--- config.mk ---
export PLATFORM = sky130hd
export DESIGN_NAME = pc_sequencer
export DESIGN_NICKNAME = d
export VERILOG_FILES = /design/src/rtl/pc_sequencer.sv
export SDC_FILE = /design/constraint.sdc
export NUM_CORES = 1
export LEC_CHECK = 0
export CORE_MARGIN = 2
export CORE_UTILIZATION = 40
export DETAILED_ROUTE_END_ITERATION = 12
export PLACE_DENSITY = 0.78
export REMOVE_ABC_BUFFERS = 1
export SYNTH_ARGS = -nofsm -noshare
export SYNTH_HDL_FRONTEND = slang
export SYNTH_SLANG_ARGS = --single-unit
--- constraint.sdc ---
create_clock -name clk -period 4.96 [get_ports clk]
set_input_delay 0.992 -clock clk [delete_from_list [all_inputs] [get_ports clk]]
set_output_delay 0.992 -clock clk [all_outputs]
set_load 0.01 [all_outputs]
--- src/rtl/pc_sequencer.sv ---
// Next-PC controller: picks the PC register input/enable and the IF/ID, ID/EX bubble controls.
// Optional build macro PC_SEQ_DELAY_SLOT_EN gives one architectural delay slot after branch/jump.
module pc_sequencer #(
  parameter int                ADDR_W       = 32,
  parameter logic [ADDR_W-1:0] RESET_VECTOR = '0,
  parameter int                CNT_W        = 4
) (
  input  logic              clk,
  input  logic              reset,
  input  logic [ADDR_W-1:0] pc_cur,
  input  logic              branch_taken,
  input  logic [ADDR_W-1:0] branch_target,
  input  logic              jump,
  input  logic [ADDR_W-1:0] jump_target,
  input  logic              load_use_hazard,
  input  logic              mc_stall_req,
  input  logic [CNT_W-1:0]  mc_stall_cycles,
  output logic [ADDR_W-1:0] pc_next,
  output logic              pc_en,
  output logic              ifid_en,
  output logic              ifid_flush,
  output logic              idex_flush,
  output logic              busy,
  output logic [1:0]        state_dbg
);

  localparam logic [1:0] BOOT    = 2'd0;
  localparam logic [1:0] RUN     = 2'd1;
  localparam logic [1:0] MCSTALL = 2'd2;

`ifdef PC_SEQ_DELAY_SLOT_EN
  localparam logic DELAY_SLOT = 1'b1;
`else
  localparam logic DELAY_SLOT = 1'b0;
`endif

  logic [1:0]       state, state_nxt;
  logic [CNT_W-1:0] cnt, cnt_nxt;

  function automatic logic [ADDR_W-1:0] align_target(input logic [ADDR_W-1:0] t);
    return {t[ADDR_W-1:2], 2'b00};
  endfunction

  always_comb begin
    pc_next    = pc_cur + ADDR_W'(4);
    pc_en      = 1'b1;
    ifid_en    = 1'b1;
    ifid_flush = 1'b0;
    idex_flush = 1'b0;
    busy       = 1'b0;
    state_nxt  = state;
    cnt_nxt    = cnt;
    case (state)
      BOOT: begin
        pc_next    = RESET_VECTOR;
        ifid_flush = 1'b1;
        idex_flush = 1'b1;
        state_nxt  = RUN;
      end
      RUN: begin
        if (branch_taken) begin
          pc_next    = align_target(branch_target);
          ifid_flush = 1'b1;
          idex_flush = ~DELAY_SLOT;
        end else if (jump) begin
          pc_next    = align_target(jump_target);
          ifid_flush = ~DELAY_SLOT;
        end else if (mc_stall_req && (mc_stall_cycles != '0)) begin
          // First stall cycle is spent here; MCSTALL covers the remaining N-1.
          pc_next    = pc_cur;
          pc_en      = 1'b0;
          ifid_en    = 1'b0;
          idex_flush = 1'b1;
          if (mc_stall_cycles > CNT_W'(1)) begin
            cnt_nxt   = mc_stall_cycles - CNT_W'(1);
            state_nxt = MCSTALL;
          end
        end else if (load_use_hazard) begin
          pc_next    = pc_cur;
          pc_en      = 1'b0;
          ifid_en    = 1'b0;
          idex_flush = 1'b1;
        end
      end
      MCSTALL: begin
        busy = 1'b1;
        if (branch_taken) begin
          pc_next    = align_target(branch_target);
          ifid_flush = 1'b1;
          idex_flush = ~DELAY_SLOT;
          cnt_nxt    = '0;
          state_nxt  = RUN;
        end else begin
          pc_next    = pc_cur;
          pc_en      = 1'b0;
          ifid_en    = 1'b0;
          idex_flush = 1'b1;
          cnt_nxt    = cnt - CNT_W'(1);
          if (cnt <= CNT_W'(1)) begin
            cnt_nxt   = '0;
            state_nxt = RUN;
          end
        end
      end
      default: state_nxt = BOOT;
    endcase
    // Reset overrides outputs immediately, not just at the next edge.
    if (reset) begin
      pc_next    = RESET_VECTOR;
      pc_en      = 1'b0;
      ifid_en    = 1'b0;
      ifid_flush = 1'b1;
      idex_flush = 1'b1;
      busy       = 1'b0;
    end
  end

  always_ff @(posedge clk or posedge reset) begin
    if (reset) begin
      state <= BOOT;
      cnt   <= '0;
    end else begin
      state <= state_nxt;
      cnt   <= cnt_nxt;
    end
  end

  assign state_dbg = state;

endmodule

==> results of run 1 <==
logic make-up (layout without fill, tap and decap cells):
logic type | Yosys count | in the layout
AOI/OAI and AO/OA | 193 | 193
and+or+nand+nor | 185 | 185
buffers and inverters | 64 | 205
xor gates and xnor gates | 23 | 23
muxes | 12 | 12
adders and majority gates | 10 | 10
DFF | 6 | 6
worst max path at each step:
stage                       end  slack [ns]  cells past startpoint
floorplan           pc_next[18]        0.52                      7
CTS                 pc_next[29]        0.05                      9
global route        pc_next[18]        0.03                      8
global placement    pc_next[18]       -0.02                      9
finish              pc_next[25]        0.16                      7
detailed placement  pc_next[28]       -0.02                     10
report_power, final:
part	total [uW]	leakage, uW	internal, uW	switching (uW)
Sequential	101	0.0000744	74.1	26.5
Combinational	1310	0.00171	612	694
Clock	71.9	0.0000216	52.0	19.9
worst max-delay path: stages:
cell and delay, ns:
clkdlybuf4s50_1 0.67, and4_1 0.33, nand2_1 0.20, nor4_1 0.52, a311oi_1 0.17, a211oi_1 0.31, clkdlybuf4s50_1 0.60
layer usage:
metal / vias up / GRT usage / part of all wire
li1: 2176 / - / -
met1: 2077 / 0.413 / 0.42
met2: 285 / 0.525 / 0.47
met3: 37 / 0.0358 / 0.085
met4: 0 / 0.0748 / 0.022
met5: - / 0 / 0
flip-flops by register name (all words and copies together) (netlist names):
signal,cells
cnt,4
state_dbg,2
final cells by class:
type | instances | area, um2
repair buffers | 186 | 1750
well taps | 102 | 128
clock buffers | 3 | 41.3
fillers | 743 | 2780
flip-flops and latches | 6 | 150
multi-input cells | 423 | 2780
inverters | 16 | 60.1
cell usage in the layout, fill, tap and decap left out, types with 10 or more instances in the layout:
cell,Yosys,routed
a221oi_1,12,12
clkdlybuf4s50_1,0,140
xnor2_1,12,12
nand3_1,15,15
nand2_1,50,50
inv_1,14,14
nor3_1,16,16
o21ai_0,47,47
a211oi_1,14,14
buf_4,1,46
nor2_1,30,30
ha_1,10,10
xor2_1,11,11
nand4_1,16,16
a21oi_1,39,38
through the flow:
| step | setup WS [ns] | setup TNS [ns] |
|---|---|---|
| 6_report | 0.161 | 0 |
| 5_1_grt | 0.0277 | 0 |
| 4_1_cts | 0.0489 | 0 |
| 3_5_place_dp | -0.0245 | -0.0245 |
| 3_3_place_gp | -0.0163 | -0.0163 |
| 2_1_floorplan | 0.522 | 0 |
==> run summary, run 1 <==
Worst vdd ir: 341 uV
Cell taking the most area after synthesis: o21ai_0
Non-Filler Instances: 736
Clk sinks: 6
Resized cells post-CTS: 1
Final instance area: 0.00490 mm2
Antenna violations before repair: 0
Largest cells by area after synthesis: o21ai_0, a21oi_1, nand2_1
Compound-Gate Fraction of Synth Area: 0.413
Initial Util: 0.412
Final hold vios: 0
Max clock buf depth: 2
Post-Place Cells: 733
Max Cap Viol: 0
Final min period: 4.80 ns
Worst Path Max Fanout: 9
Die footprint: 0.00864 mm2
Synth Area in XOR/XNOR: 0.0636
Layout cells sized above 1: 0.114
Routed vias: 4575
DP Area: 0.00483 mm2
RSZ-0062 raised after global routing: false
CTS tree: built
Port bufs: 140
Clock skew: 0.000464 ns
Hold Startpoint: cnt[3]
Async set-reset flop share out of synthesis: 1.00
Pins over their slew limit: 0
Critical path data required time: 3.97 ns
First-pass GRT wire length: 21.7 mm
Synth top area share: 0.0743
Power, Total: 1480 uW
Seq/Total Area, Yosys: 0.0474
Cell count after synthesis: 493
ANT nets after route: 0
Actual slew at the worst max-slew pin: 0.689 ns
Adder-Cell Fraction of Synth Area: 0.0395
Die width: 93.0 um
Slew headroom: 0.537
FMAX: 208 MHz
Leak: 0.00180 uW
Final period utilization: 0.967
GRT Residual Overflow: 0
Most frequent cell after synthesis: nand2_1
Hold Path Class: reg2reg
Tot GR Track Use: 0.308
Final core utilization: 0.638
Worst reg-to-reg path cell count: 6
Largest net degree at the start of global routing: 26
Crit end category: output pin
Crit start category: input pin
Proportion of synthesized area in mux cells: 0.0411
Core Rows: 32
Post-synthesis register bit count: 6
DP Wirelength: 10.8 mm
GP Congestion: 0.988
Post-CTS Hold Fix Bufs: 0
FF-to-FF setup slack: 2.90 ns
Core Area: 0.00769 mm2
Buffers inserted by post-CTS timing repair: 0
Commonest cells in the netlist: nand2_1, o21ai_0, a21oi_1, clkbuf_1, nor2_1
Clk_lat worst skew: 0.22 ns
Post-Route WL: 13.8 mm
H-tree Lvls: 1
Hold Path Depth: 1
PwrDens: 302 mW/mm2
Main combinational cell family by area after synthesis: compound AO/OA/AOI/OAI gates
Status: finished clean
Yosys cell types: 65
Hold path endpoint: cnt[3]
Antenna cell count: 0
CTS Root Cell: clkbuf_8
CTS buffer count: 3
Clock slew seen by the registers of the worst setup and hold paths: 0.03 ns
Final #Nets: 752
Per-cell routed wire length: 18.8 um
Critical setup path kind: in2out
Drt first pass iters: 6
DRC: 0
Synth-to-layout area growth: 54.9%
WP data arrival: 3.81 ns
Initial drt markers: 394
Via density: 6.22
Mean Syn Cell Area: 6.42 um2
R2r endpoint: state_dbg[0]
Die Ht: 93.0 um
Synth Warn #: 0
Vias in the first global route: 4356
Top FF cell, synth: dfrtp_1
Number of enable flip-flop cells after synthesis: 0
Worst setup path startpoint: pc_cur[5]
# setup viols final: 0
Area share of and/or/nand/nor cells after synthesis: 0.311
Worst r2r src: cnt[0]
Final hold slack: 0.545 ns
Cell Area, Synth: 0.00317 mm2
I/O Pins: 145
Note: power is estimated with default switching activity, not from simulation.
==> run 2: changes to the inputs <==
--- a/config.mk
+++ b/config.mk
@@ -8,6 +8,7 @@
 export CORE_MARGIN = 2
 export CORE_UTILIZATION = 40
 export DETAILED_ROUTE_END_ITERATION = 12
+export GPL_ROUTABILITY_DRIVEN = 0
 export PLACE_DENSITY = 0.78
 export REMOVE_ABC_BUFFERS = 1
 export SYNTH_ARGS = -nofsm -noshare
==> run 2 against run 1 <==
Worst hold slack improved by 0.0025 ns; flip-flop and latch count unchanged; final area fell by 0.89%; critical path type unchanged; critical endpoint is now pc_next[7].
==> run summary, run 2 (synthesized netlist as in run 1, its figures left out) <==
Post-Place Cells: 728 (-0.68%)
# setup viols final: 0 (unchanged)
Commonest non-fill, non-tap cell in the layout: clkdlybuf4s50_1
Core Rows: 32 (unchanged)
Actual slew at the worst max-slew pin: 0.732 ns (+0.0429 ns)
Multi-input logic area: 0.00277 mm2 (-0.32%)
Max Cap Viol: 0 (unchanged)
WP data arrival: 3.88 ns (+0.07 ns)
Antenna violations before repair: 0 (unchanged)
Max clock buf depth: 2 (unchanged)
Final hold slack: 0.547 ns (+0.00251 ns)
CTS buffer count: 3 (unchanged)
Final period utilization: 0.983 (+0.0154)
H-tree Lvls: 1 (unchanged)
Clock slew seen by the registers of the worst setup and hold paths: 0.03 ns (about the same)
Die footprint: 0.00864 mm2 (unchanged)
First-pass GRT wire length: 22.0 mm (+1.1%)
Die Ht: 93.0 um (unchanged)
Layout cells sized above 1: 0.105 (-0.00864)
Setup TNS: 0 ns (unchanged)
Synth-to-layout area growth: 53.5%
R2r endpoint: cnt[3]
Clk_lat worst skew: 0.22 ns (about the same)
CTS tree: built
Final min period: 4.88 ns (+0.0763 ns)
Worst r2r src: state_dbg[0]
Worst setup path startpoint: mc_stall_cycles[1]
Final instance area: 0.00486 mm2 (-0.89%)
Post-Route WL: 13.6 mm (-1.8%)
DP Wirelength: 10.6 mm (-2.5%)
Routed vias: 4672 (+2.1%)
Worst vdd ir: 200 uV (-41%)
RSZ-0062 raised after global routing: true
Final #Nets: 747 (-0.66%)
Port bufs: 140 (unchanged)
Die width: 93.0 um (unchanged)
Clock skew: 0.00250 ns (+0.00203 ns)
Critical path data required time: 3.97 ns (about the same)
Antenna cell count: 0 (unchanged)
Vias in the first global route: 4505 (+3.4%)
Final hold vios: 0 (unchanged)
I/O Pins: 145 (unchanged)
DRC: 0 (unchanged)
Tot GR Track Use: 0.308 (+0.000509)
Top reg by flops: cnt
Non-Filler Instances: 731 (-0.68%)
FMAX: 205 MHz (-1.6%)
Family with the most delay on the worst path: buffers and inverters
Drt first pass iters: 6 (unchanged)
CP max-delay cell: clkdlybuf4s50_1
Most frequent cells in the layout: clkdlybuf4s50_1, nand2_1, o21ai_0
WP buf/inv: 4 (+2)
CP dominant cell by count: clkdlybuf4s50_1
Clk sinks: 6 (unchanged)
Max reg flops: 4 (unchanged)
Per-cell routed wire length: 18.6 um (-1.2%)
Pins over their slew limit: 0 (unchanged)
WP depth: 10 (+3)
Slowest stage delay, CP: 0.58 ns (-0.09 ns)
Status: finished clean
Worst reg-to-reg path cell count: 7 (+1)
Slew headroom: 0.508 (-0.0289)
Via density: 6.39 (+2.8%)
Critical path endpoint: pc_next[7]
Buffers inserted by post-CTS timing repair: 0 (unchanged)
Setup slack after layout: 0.0849 ns (-0.0763 ns)
Initial Util: 0.412 (unchanged)
CTS Root Cell: clkbuf_8
Core Area: 0.00769 mm2 (unchanged)
Leak: 0.00179 uW (-0.58%)
Hold Path Class: reg2reg
Critical setup path kind: in2out
Crit start category: input pin
Crit end category: output pin
GRT Residual Overflow: 0 (unchanged)
ANT nets after route: 0 (unchanged)
Initial drt markers: 373 (-5.3%)
PwrDens: 303 mW/mm2 (+0.54%)
Worst Path Max Fanout: 4 (-5)
Pre-CTS WS: 0.0652 ns (+0.0898 ns)
Critical path, cell by cell: clkdlybuf4s50_1, inv_1, ha_1, or3b_1, buf_4, a2111oi_1, xor2_1, a21oi_1, a211oi_1, clkdlybuf4s50_1
Largest net degree at the start of global routing: 22 (-15%)
Fillers: 702 (-5.5%)
DP Area: 0.00480 mm2 (-0.78%)
Reg area: 150 um2 (unchanged)
FF-to-FF setup slack: 2.60 ns (-0.30 ns)
## run 2: how the worst min path moves through the flow
stage	startpoint	to	slack [ns]	cells past startpoint
5_1_grt	cnt[3]	cnt[3]	0.58	1
4_1_cts	cnt[3]	cnt[3]	0.54	1
6_report	cnt[3]	cnt[3]	0.55	1
2_1_floorplan	cnt[3]	cnt[3]	0.49	1
3_5_place_dp	cnt[3]	cnt[3]	0.53	1
3_3_place_gp	cnt[3]	cnt[3]	0.52	1
## run 2: per-layer routing
metal  track usage  up-vias  routed length, um
met5             0        -                  0
met4        0.0870        0                304
met3        0.0618       31               1550
met2         0.527      328               6310
met1         0.392     2146               5400
li1              -     2167                  -
## run 2: area by class of cell
cell class                      count  area share
Timing Repair Buffer              181       0.352
Inverter                           16      0.0124
Clock buffer                        3     0.00850
Multi-Input combinational cell    423       0.570
Tap cell                          102      0.0263
Sequential cell                     6      0.0309
## run 2: power breakdown
| group | switching [uW] | internal (uW) |
|---|---|---|
| registers | 25.2 | 74.1 |
| clock network | 20.1 | 52.0 |
| logic | 690 | 612 |
## run 2: per-stage QoR
| stage | power, uW | utilization |
|---|---|---|
| 2_1_floorplan | 803 | - |
| 3_3_place_gp | 1350 | 0.624 |
| 3_5_place_dp | 1380 | 0.624 |
| 4_1_cts | 1460 | 0.629 |
| 5_1_grt | 1600 | 0.632 |
| 6_report | 1470 | 0.632 |
## run 2: what timing repair did
action,in CTS,in global routing
setup endpoints to repair,0,11
resized for setup,0,6
hold buffers,0,0
==> run 3: changes to the inputs <==
--- a/config.mk
+++ b/config.mk
@@ -11,6 +11,7 @@
 export GPL_ROUTABILITY_DRIVEN = 0
 export PLACE_DENSITY = 0.78
 export REMOVE_ABC_BUFFERS = 1
+export SKIP_LAST_GASP = 1
 export SYNTH_ARGS = -nofsm -noshare
 export SYNTH_HDL_FRONTEND = slang
 export SYNTH_SLANG_ARGS = --single-unit
==> run 3 against run 2 <==
Non-clock buffer count is the same; highest routed layer unchanged; maximum frequency shrank 0.10%; critical endpoint is now pc_next[29]; power grew 0.22%; critical path type unchanged; register-to-register slack is essentially flat; clock skew shrank 0.00053 ns; count of clock-buffer cells in the layout is the same; global-route usage is the same; final area shrank 0.18%; setup slack lost 0.0051 ns.
==> run summary, run 3 (synthesized netlist as in run 1, its figures left out) <==
Top reg by flops: cnt
Critical setup path kind: in2out
Comb pwr share: 0.884 (about the same)
Final period utilization: 0.984 (+0.00102)
Via density: 6.39 (about the same)
GRT Residual Overflow: 0 (unchanged)
Layout cells sized above 1: 0.105 (unchanged)
Worst vdd ir: 200 uV (about the same)
I/O Pins: 145 (unchanged)
First-pass GRT wire length: 22.0 mm (unchanged)
WP data arrival: 3.89 ns (about the same)
Setup TNS: 0 ns (unchanged)
Core Rows: 32 (unchanged)
Routed vias: 4674 (+0.043%)
Initial drt markers: 373 (unchanged)
Synth-to-layout area growth: 53.2%
Slew headroom: 0.506 (-0.00182)
DP Area: 0.00480 mm2 (unchanged)
Initial Util: 0.412 (unchanged)
Multi-input logic area: 0.00276 mm2 (-0.23%)
Actual slew at the worst max-slew pin: 0.734 ns (+0.00271 ns)
Reg area: 150 um2 (unchanged)
Commonest non-fill, non-tap cell in the layout: clkdlybuf4s50_1
Antenna violations before repair: 0 (unchanged)
RSZ-0062 raised after global routing: true
Status: finished clean
Drt first pass iters: 6 (unchanged)
Crit start category: input pin
P_int: 739 uW (about the same)
CTS tree: built
Pins over their slew limit: 0 (unchanged)
Clk_lat worst skew: 0.22 ns (about the same)
Worst Path Max Fanout: 12 (+8)
PwrDens: 304 mW/mm2 (+0.40%)
Final #Nets: 747 (unchanged)
CTS buffer count: 3 (unchanged)
Post-Route WL: 13.6 mm (+0.38%)
Final core utilization: 0.631 (-0.00114)
Largest net degree at the start of global routing: 22 (unchanged)
Max clock buf depth: 2 (unchanged)
Seq pwr share: 0.067 (about the same)
Final hold slack: 0.547 ns (-0.000117 ns)
Clk sinks: 6 (unchanged)
DP Wirelength: 10.6 mm (unchanged)
Switching power: 738 uW (+0.37%)
Port bufs: 140 (unchanged)
ANT nets after route: 0 (unchanged)
Clock skew: 0.00196 ns (-0.000534 ns)
Die Ht: 93.0 um (unchanged)
Critical path data required time: 3.97 ns (about the same)
Per-cell routed wire length: 18.6 um (+0.38%)
Hold Path Class: reg2reg
H-tree Lvls: 1 (unchanged)
Fillers: 703 (+0.14%)
Vias in the first global route: 4505 (unchanged)
Final min period: 4.88 ns (+0.00506 ns)
Max reg flops: 4 (unchanged)
Most frequent cells in the layout: clkdlybuf4s50_1, nand2_1, o21ai_0
CTS Root Cell: clkbuf_8
FF-to-FF setup slack: 2.59 ns (about the same)
Switch share: 0.500 (+0.000767)
Power, Total: 1480 uW (+0.22%)
Die footprint: 0.00864 mm2 (unchanged)
Crit end category: output pin
Die width: 93.0 um (unchanged)
Final instance area: 0.00485 mm2 (-0.18%)
Clk pwr share: 0.049 (about the same)
Leak: 0.00178 uW (-0.92%)
Tot GR Track Use: 0.308 (unchanged)
Max Cap Viol: 0 (unchanged)
Clock slew seen by the registers of the worst setup and hold paths: 0.03 ns (about the same)
FMAX: 205 MHz (-0.10%)
Final hold vios: 0 (unchanged)
# setup viols final: 0 (unchanged)
Core Area: 0.00769 mm2 (unchanged)
Antenna cell count: 0 (unchanged)
DRC: 0 (unchanged)
-- run 3: cell count changes in the layout (fill, tap and decap cells not counted) --
cell             delta
dlymetal6s2s_1      -1
a21o_2              +1
a21o_4              -1
clkdlybuf4s50_1     +1
-- run 3: cell type report --
type,instances,share of cell area
inverter,16,0.0124
clock buffer,3,0.00851
tap,102,0.0263
sequential,6,0.0310
timing repair buffer,181,0.352
multi-input combinational,423,0.570
-- run 3: per-layer routing --
layer	GRT usage	share of wire	vias up	wire length, um
met5	0	0	-	0
met4	0.0870	0.021	0	284
met3	0.0618	0.11	28	1520
met2	0.527	0.47	320	6340
met1	0.392	0.40	2165	5470
li1	-	-	2161	-
-- run 3: final timing paths --
| kind | cells past startpoint | endpoint | startpoint |
|---|---|---|---|
| worst max-delay path | 9 | pc_next[29] | mc_stall_cycles[1] |
| worst max register to register | 7 | cnt[3] | state_dbg[0] |
| worst min-delay path | 1 | cnt[3] | cnt[3] |
| worst min register to register | 1 | cnt[3] | cnt[3] |
| max in group asynchronous | 3 | cnt[0] | reset |
| min in group asynchronous | 3 | state_dbg[1] | reset |
-- run 3: repair_timing --
item                                    CTS  global route
endpoints found under the setup margin    0            11
buffers inserted                          0             0
hold buffers                              0             0
gates resized for setup                   0             4
-- run 3: power by group through the flow --
stage                     Combinational, uW  Sequential, uW  Clock, uW
after floorplan                         705            97.5          0
after global placement                 1250            98.4          0
after detailed placement               1280             100          0
after CTS                              1290            99.6       74.8
after global routing                   1420             104       80.0
final                                  1310            99.4       71.8
-- run 3: metrics by stage --
stage          instances  worst slack [ns]
2_1_floorplan        445             0.522
3_5_place_dp         728            0.0652
3_3_place_gp         728             0.121
4_1_cts              731            0.0502
5_1_grt              731           -0.0752
6_report             731            0.0799
-- run 3: critical path, cell delays in order --
cell	delay (ns)
clkdlybuf4s50_1	0.42
inv_1	0.09
ha_1	0.17
or3b_1	0.43
a21o_2	0.36
nor4_4	0.35
mux2i_1	0.13
a2111oi_2	0.36
clkdlybuf4s50_1	0.60
